### src/rtl/branch_ctrl_pkg.sv
// Shared constants and types for the branch prediction/resolution controller.
// Counter encoding: 00 SNT, 01 WNT, 10 WT, 11 ST.
package branch_ctrl_pkg;

    localparam logic [2:0] F3_BEQ  = 3'b000;
    localparam logic [2:0] F3_BNE  = 3'b001;
    localparam logic [2:0] F3_BLT  = 3'b100;
    localparam logic [2:0] F3_BGE  = 3'b101;
    localparam logic [2:0] F3_BLTU = 3'b110;
    localparam logic [2:0] F3_BGEU = 3'b111;

    typedef enum logic [1:0] {
        BHT_SNT = 2'b00,
        BHT_WNT = 2'b01,
        BHT_WT  = 2'b10,
        BHT_ST  = 2'b11
    } bht_state_e;

    localparam bht_state_e BHT_RESET = BHT_WNT;

endpackage

### src/rtl/branch_hist_table.sv
// Table of 2-bit saturating counters: combinational read, clocked update.
// Reads in the same cycle as a write see the pre-update value.
module branch_hist_table
    import branch_ctrl_pkg::*;
#(
    parameter int IDX_W = 6
) (
    input  logic             i_clk,
    input  logic             i_reset,
    input  logic [IDX_W-1:0] i_rd_idx,
    output bht_state_e       o_rd_ctr,
    input  logic             i_wr_en,
    input  logic [IDX_W-1:0] i_wr_idx,
    input  logic             i_wr_taken
);

    localparam int DEPTH = 2 ** IDX_W;

    bht_state_e r_ctr [DEPTH];
    bht_state_e w_cur;
    bht_state_e w_nxt;

    assign o_rd_ctr = r_ctr[i_rd_idx];
    assign w_cur    = r_ctr[i_wr_idx];

    always_comb begin
        w_nxt = w_cur;
        unique case (w_cur)
            BHT_SNT: w_nxt = i_wr_taken ? BHT_WNT : BHT_SNT;
            BHT_WNT: w_nxt = i_wr_taken ? BHT_WT  : BHT_SNT;
            BHT_WT:  w_nxt = i_wr_taken ? BHT_ST  : BHT_WNT;
            BHT_ST:  w_nxt = i_wr_taken ? BHT_ST  : BHT_WT;
            default: w_nxt = BHT_RESET;
        endcase
    end

    always_ff @(posedge i_clk or posedge i_reset) begin
        if (i_reset) begin
            for (int i = 0; i < DEPTH; i++) begin
                r_ctr[i] <= BHT_RESET;
            end
        end else if (i_wr_en) begin
            r_ctr[i_wr_idx] <= w_nxt;
        end
    end

endmodule

### src/rtl/branch_ctrl.sv
// Branch predict (ID) / resolve (EX) controller with redirect and flush.
// Define BRANCH_CTRL_STATS_EN to add branch and mispredict counters.
module branch_ctrl
    import branch_ctrl_pkg::*;
#(
    parameter int BHT_IDX_W = 6
) (
    input  logic        i_clk,
    input  logic        i_reset,
    input  logic        i_stall,
    input  logic        i_id_valid,
    input  logic        i_id_is_br,
    input  logic        i_id_is_jal,
    input  logic [31:0] i_id_pc,
    input  logic [31:0] i_id_target,
    output logic        o_id_pred_taken,
    input  logic        i_ex_valid,
    input  logic        i_ex_is_br,
    input  logic        i_ex_is_jalr,
    input  logic [2:0]  i_ex_funct3,
    input  logic [31:0] i_ex_pc,
    input  logic [31:0] i_ex_target,
    input  logic        i_ex_pred_taken,
    output logic        o_br_un,
    input  logic        i_br_less,
    input  logic        i_br_equal,
    output logic        o_redirect,
    output logic [31:0] o_redirect_pc,
    output logic        o_flush_ifid,
`ifdef BRANCH_CTRL_STATS_EN
    output logic        o_flush_idex,
    output logic [31:0] o_br_count,
    output logic [31:0] o_mispred_count
`else
    output logic        o_flush_idex
`endif
);

    bht_state_e  w_rd_ctr;
    logic        w_taken;
    logic        w_ex_br;
    logic        w_ex_jalr;
    logic        w_ex_mispred;
    logic [31:0] w_ex_redir_pc;
    logic        w_bht_wr;
    logic        w_unused;

    // Only the index bits of the ID PC matter here
    assign w_unused = ^{i_id_pc[31:BHT_IDX_W+2], i_id_pc[1:0]};

    branch_hist_table #(
        .IDX_W (BHT_IDX_W)
    ) u_bht (
        .i_clk      (i_clk),
        .i_reset    (i_reset),
        .i_rd_idx   (i_id_pc[BHT_IDX_W+1:2]),
        .o_rd_ctr   (w_rd_ctr),
        .i_wr_en    (w_bht_wr),
        .i_wr_idx   (i_ex_pc[BHT_IDX_W+1:2]),
        .i_wr_taken (w_taken)
    );

    assign o_br_un = i_ex_funct3[1];

    always_comb begin
        w_taken = 1'b0;
        case (i_ex_funct3)
            F3_BEQ:           w_taken = i_br_equal;
            F3_BNE:           w_taken = ~i_br_equal;
            F3_BLT, F3_BLTU:  w_taken = i_br_less;
            F3_BGE, F3_BGEU:  w_taken = ~i_br_less;
            default:          w_taken = 1'b0;
        endcase
    end

    assign o_id_pred_taken = i_id_valid &
                             (i_id_is_jal | (i_id_is_br & w_rd_ctr[1]));

    assign w_ex_br      = i_ex_valid & i_ex_is_br;
    assign w_ex_jalr    = i_ex_valid & i_ex_is_jalr;
    assign w_ex_mispred = (w_ex_br & (w_taken != i_ex_pred_taken)) |
                          w_ex_jalr;
    assign w_bht_wr     = w_ex_br & ~i_stall;

    always_comb begin
        if (w_ex_jalr)
            w_ex_redir_pc = {i_ex_target[31:1], 1'b0};
        else if (w_taken)
            w_ex_redir_pc = i_ex_target;
        else
            w_ex_redir_pc = i_ex_pc + 32'd4;
    end

    // EX correction is older than the ID prediction, so it wins
    always_comb begin
        o_redirect    = 1'b0;
        o_redirect_pc = 32'd0;
        o_flush_ifid  = 1'b0;
        o_flush_idex  = 1'b0;
        if (w_ex_mispred) begin
            o_redirect    = 1'b1;
            o_redirect_pc = w_ex_redir_pc;
            o_flush_ifid  = 1'b1;
            o_flush_idex  = 1'b1;
        end else if (o_id_pred_taken) begin
            o_redirect    = 1'b1;
            o_redirect_pc = i_id_target;
            o_flush_ifid  = 1'b1;
        end
    end

`ifdef BRANCH_CTRL_STATS_EN
    logic [31:0] r_br_count;
    logic [31:0] r_mispred_count;

    always_ff @(posedge i_clk or posedge i_reset) begin
        if (i_reset) begin
            r_br_count      <= 32'd0;
            r_mispred_count <= 32'd0;
        end else if (!i_stall) begin
            if (w_ex_br | w_ex_jalr)
                r_br_count <= r_br_count + 32'd1;
            if (w_ex_mispred)
                r_mispred_count <= r_mispred_count + 32'd1;
        end
    end

    assign o_br_count      = r_br_count;
    assign o_mispred_count = r_mispred_count;
`endif

endmodule

### config.mk
export PLATFORM = sky130hd
export DESIGN_NAME = branch_ctrl
export DESIGN_NICKNAME = d
export VERILOG_FILES = /design/src/rtl/branch_ctrl_pkg.sv /design/src/rtl/branch_hist_table.sv /design/src/rtl/branch_ctrl.sv
export SDC_FILE = /design/constraint.sdc
export NUM_CORES = 1
export LEC_CHECK = 0
export BUFFER_PORTS_ARGS = -buffer_cell sky130_fd_sc_hd__buf_2
export CAP_MARGIN = 10
export CORE_MARGIN = 5
export CORE_UTILIZATION = 57
export CTS_BUF_LIST = sky130_fd_sc_hd__clkbuf_2
export CTS_CLUSTER_SIZE = 40
export DETAILED_ROUTE_END_ITERATION = 8
export PLACE_DENSITY = 0.95
export SYNTH_ARGS = -nofsm -noshare
export SYNTH_HDL_FRONTEND = slang
export SYNTH_SLANG_ARGS = --single-unit
### constraint.sdc
create_clock -name i_clk -period 4.75 [get_ports i_clk]
set_clock_uncertainty 0.05 [all_clocks]
set_input_delay 0.2375 -clock i_clk [delete_from_list [all_inputs] [get_ports i_clk]]
set_output_delay 0.2375 -clock i_clk [all_outputs]
set_load 0.02 [all_outputs]
==> results of run 1 <==
layer usage:
layer,global-route usage [%],routed length (µm)
met1,35.9,9080
met3,9.47,3460
met4,15.3,1420
met5,0,0
met2,48.0,12000
synth_stat cells, drive strengths merged (10+ instances only):
cell type,instances
clkbuf,32
nor3,13
o21ai,93
nand3,20
o31ai,17
inv,11
nor2,39
a21oi,13
and3,10
dfrtp,64
mux2,72
dfstp,64
nand2,171
xnor2,19
mux4,34
o22ai,26
mux2i,29
buf,36
cell families after synthesis:
logic type	after synthesis	synth area share, %
AO/OA/AOI/OAI	186	13.6
XOR/XNOR	25	2.64
adder cells (fa/ha/maj)	3	0.438
buffers and inverters	80	4.99
flip-flops	128	39.7
multiplexers	135	22.5
AND/OR/NAND/NOR	300	16.1
path summary, 6_finish.rpt:
check / to / start / slack, ns / depth (start not counted)
setup / recovery: o_redirect_pc[23] / u_bht.r_ctr[57] / 0.81 / 9
hold / removal: u_bht.r_ctr[55] / i_ex_pc[7] / 0.16 / 3
setup reg to reg: u_bht.r_ctr[124] / u_bht.r_ctr[41] / 1.59 / 7
hold reg to reg: u_bht.r_ctr[97] / u_bht.r_ctr[97] / 0.48 / 2
max in group asynchronous: u_bht.r_ctr[97] / i_reset / 3.25 / 4
min in group asynchronous: u_bht.r_ctr[125] / i_reset / 0.22 / 3
tightest hold or removal path, stage by stage:
cell     delay (ns)
buf_2          0.22
or3b_2         0.33
o31ai_1        0.10
power by group through the flow:
stage	clock network (mW)	registers, mW	logic (mW)
after floorplan	0	1.17	0.335
after global placement	0	1.18	0.479
after detailed placement	0	1.18	0.492
after CTS	0.772	1.16	0.496
after global routing	0.821	1.17	0.537
final	0.776	1.16	0.505
cell type report:
type	instances	area [µm²]
Fill cell	994	5040
Antenna cell	2	5.00
Multi-Input combinational cell	649	4610
Timing Repair Buffer	167	876
Sequential cell	128	3280
Clock buffer	18	90.1
Inverter	12	47.5
Clock inverter	14	190
Tap cell	184	230
through the flow:
stage	utilization, %	instance area (µm²)	total power, mW	hold slack, ns	cells
after detailed placement	62.8	9020	1.67	0.444	1138
final	64.9	9330	2.45	0.160	1174
after global routing	64.9	9330	2.53	0.140	1174
after floorplan	-	8280	1.51	0.410	857
after CTS	64.9	9330	2.43	0.120	1172
after global placement	62.8	9020	1.66	0.427	1138
repair_timing:
action,4_1_cts,5_1_grt
endpoints found under the setup margin,0,0
resized for setup,0,0
hold buffers,2,0
endpoints found under the hold margin,37,0
==> results.toml, run 1 <==
[worst_setup_path]
cp-end-kind = "output port"
worst-path-buf-inv = 2
crit_fanout = 25
path_common_cell = "mux4_2"
path_cells = "mux4_2 -> mux4_2 -> nand2_1 -> o21ai_1 -> a221oi_2 -> buf_4 -> and2_1 -> a21oi_1 -> buf_2"
crit_required_ns = 4.46
arrival_ns = 3.66
crit_slowest_cell = "mux4_2"
startpoint_type = "flop"
critPathKind = "reg -> out"
cp_top_family = "multiplexers"
max_stage_delay_ns = 0.52

[route]
drc = 0
detail_route.wl_per_cell_um = 22.1
dr_total_vias = 7813
drt-pass1-iter-count = 6
drtIter0Drc = 997
routed_via_density = 6.66
antenna_left = 0
finalWirelength_um = 26000

[sta]
max-slew-margin-rel_pct = 16.3
worst_pin_slew_ns = 1.25
setup_viol = 0
period_share_pct = 83.0
fmax_ghz = 0.254
maxSlewViolCount = 0
finalHoldViolations = 0
finalWorstSetupSlack_ns = 0.807
period_needed_ns = 3.94
grt_setup_unrepaired = "false"
tns_ns = 0

[layout]
largestRegisters = "u_bht.r_ctr x128"
num-nets-final = 1119
mostFrequentLayoutCells = "nand2_1, buf_2, o21ai_0"
largest_register_ffs = 128
final_common_cell = "nand2_1"
syn2layout_area_growth_pct = 12.7
top_register = "u_bht.r_ctr"
drive_gt1_share_pct = 38.2

[grt]
antenna_found_initial = 2
grt_pass1_vias = 7282
grt_use_total_pct = 29.8
grt_overflow = 0
grt_pass1_wl_um = 39100
grt_max_degree = 78

[synth]
async_reset_ff_share_pct = 100
yosysTopAreaCellShare_pct = 20.3
synth_cells = 857
avgSynthCellArea_um2 = 9.66
yosysSeqAreaShare_pct = 39.7
netlist_area_um2 = 8280
ys_seq_elements = 128
synth-edff-count = 0
yosysTopAreaCell = "dfstp_2"
synth_nets = 1001
yosysWarnings = 0
synth_area_leaders = "dfstp_2, dfrtp_1, mux2_2"
synth-main-ff-cell = "dfstp_2"
synth_cell_types = 53

[clock_network]
cts_tree = "built"
postCtsSetupRepairBufs = 0
cts_buffers = 17
insertion_delay_ns = 0.71
cts_sinks = 128
clkTransAtPathRegs_ns = 0.19
cts.path.max_buffers = 2
clockRootBuffer = "clkbuf_2"
h-tree-depth = 4

[pwr]
p_sw_mw = 0.773
p_clk_share_pct = 31.7
power_frac_comb_pct = 20.6
p_leak_nw = 3.99
power_density_nw_per_um2 = 262
power.internal_mw = 1.67
switching_share_pct = 31.6
vdd_drop_max_mv = 0.198
seqPwrFrac_pct = 47.6

[floorplan]
initial_core_util_pct = 57.6
num_rows = 44
die_h_um = 131
die_w_um = 131
io_pins = 180
die-area_um2 = 17000
coreArea_um2 = 14400

[hold_path]
hold_path.class = "in -> reg"

[flow_run]
maxCapViolations = 0

[placed_design]
post-place-ws_ns = 1.03
hpwl_um = 18200
gp_congestion = 0.910
port-buffer-count = 153

[outcome]
run_status = "complete, no violations"
(Power assumes the default switching activity.)
==> run 2: changes to the inputs <==
clock period = 3.79 ns   (was 4.75 ns; I/O delays follow)
==> results.toml, run 2 (synthesis gave the netlist of run 1 again) <==
[clock_network]
cts_tree = "built"
clockRootBuffer = "clkbuf_2"
cts_buffers = 17
cts_sinks = 128
cts.path.max_buffers = 2
insertion_delay_ns = 0.73
clkTransAtPathRegs_ns = 0.20
h-tree-depth = 4

[layout]
drive_gt1_share_pct = 39.2
final_common_cell = "nand2_1"
multi_input_area_um2 = 4610
mostFrequentLayoutCells = "nand2_1, buf_2, o21ai_0"
top_register = "u_bht.r_ctr"
num-nets-final = 1134
syn2layout_area_growth_pct = 14.6
seqCellArea_um2 = 3280
largestRegisters = "u_bht.r_ctr x128"
n_fill_cell = 991
largest_register_ffs = 128

[sta]
maxSlewViolCount = 0
finalWorstSetupSlack_ns = 0.151
fmax_ghz = 0.275
period_share_pct = 96.0
setup_viol = 0
grt_setup_unrepaired = "false"
period_needed_ns = 3.64
tns_ns = 0
hold_slack_ns = 0.0135
max-slew-margin-rel_pct = 24.8
finalHoldViolations = 0
worst_pin_slew_ns = 1.12

[worst_setup_path]
crit_fanout = 9
arrival_ns = 3.40
startpoint_type = "flop"
critPathKind = "reg -> out"
cp-end-kind = "output port"
crit_required_ns = 3.55

[floorplan]
num_rows = 44
io_pins = 180
die_w_um = 131
die-area_um2 = 17000
initial_core_util_pct = 57.6
die_h_um = 131
coreArea_um2 = 14400

[route]
finalWirelength_um = 27200
detail_route.wl_per_cell_um = 22.9
antenna_left = 0
drc = 0
routed_via_density = 6.82
drt-pass1-iter-count = 8
dr_total_vias = 8114
drtIter0Drc = 1257

[placed_design]
gp_congestion = 0.913
port-buffer-count = 153
hpwl_um = 18800
post-place-ws_ns = 0.422

[outcome]
run_status = "complete, no violations"

[grt]
grt_overflow = 0
grt_max_degree = 58
grt_use_total_pct = 31.6
grt_pass1_vias = 7752
grt_pass1_wl_um = 41400
antenna_found_initial = 3

[flow_run]
maxCapViolations = 0

[pwr]
vdd_drop_max_mv = 0.330
p_leak_nw = 4.08
power_density_nw_per_um2 = 330

[hold_path]
hold_path.class = "in -> async"
[run 2: metal layers]
metal,vias to the layer above,global-route usage (%),share of wire [%]
li1,3391,-,-
met1,3802,37.4,33
met2,731,49.0,45
met3,190,12.6,15
met4,0,18.0,6.8
met5,-,0.882,0
[run 2: power breakdown]
| part | internal [mW] | total [mW] | switching, mW |
|---|---|---|---|
| logic | 0.242 | 0.657 | 0.415 |
| registers | 1.43 | 1.46 | 0.0277 |
| clock network | 0.497 | 1.01 | 0.518 |
[run 2: path summary, 6_finish.rpt]
path                            startpoint                 to  slack [ns]  cells past startpoint
max                        u_bht.r_ctr[59]  o_redirect_pc[25]        0.15                      9
min                                i_reset    u_bht.r_ctr[57]        0.01                      3
max reg2reg                u_bht.r_ctr[51]    u_bht.r_ctr[76]        0.66                      8
min reg2reg                u_bht.r_ctr[45]    u_bht.r_ctr[45]        0.48                      2
max in group asynchronous          i_reset    u_bht.r_ctr[24]        2.69                      4
min in group i_clk              i_ex_pc[7]    u_bht.r_ctr[35]        0.03                      4
[run 2: area by class of cell]
cell class / count / share of cell area [%]
antenna: 2 / 0.0528
clock buffer: 19 / 1.00
clock inverter: 13 / 2.04
inverter: 12 / 0.501
multi-input combinational: 649 / 48.6
sequential: 128 / 34.6
tap: 184 / 2.43
timing repair buffer: 182 / 10.7
[run 2: repair_timing]
action,in CTS,in global routing
endpoints found under the setup margin,0,11
hold buffers,2,0
resized for setup,0,4
endpoints found under the hold margin,54,0
buffers inserted,0,2
[run 2: critical path, cell delays in order, from the launching register on]
cell      delay [ns]
dfrtp_1         0.45
mux4_2          0.49
mux4_2          0.54
nand2_2         0.10
o21ai_1         0.09
a221oi_2        0.31
buf_4           0.18
and2_4          0.20
a21oi_1         0.11
buf_2           0.20
[run 2: stage by stage]
stage	cell area, µm²	power, mW	cells	utilization [%]
detailed placement	9150	2.11	1151	63.7
finish	9490	3.13	1189	66.0
floorplan	8280	1.89	857	-
global route	9490	3.24	1189	66.0
CTS	9460	3.11	1185	65.8
global placement	9150	2.09	1151	63.7
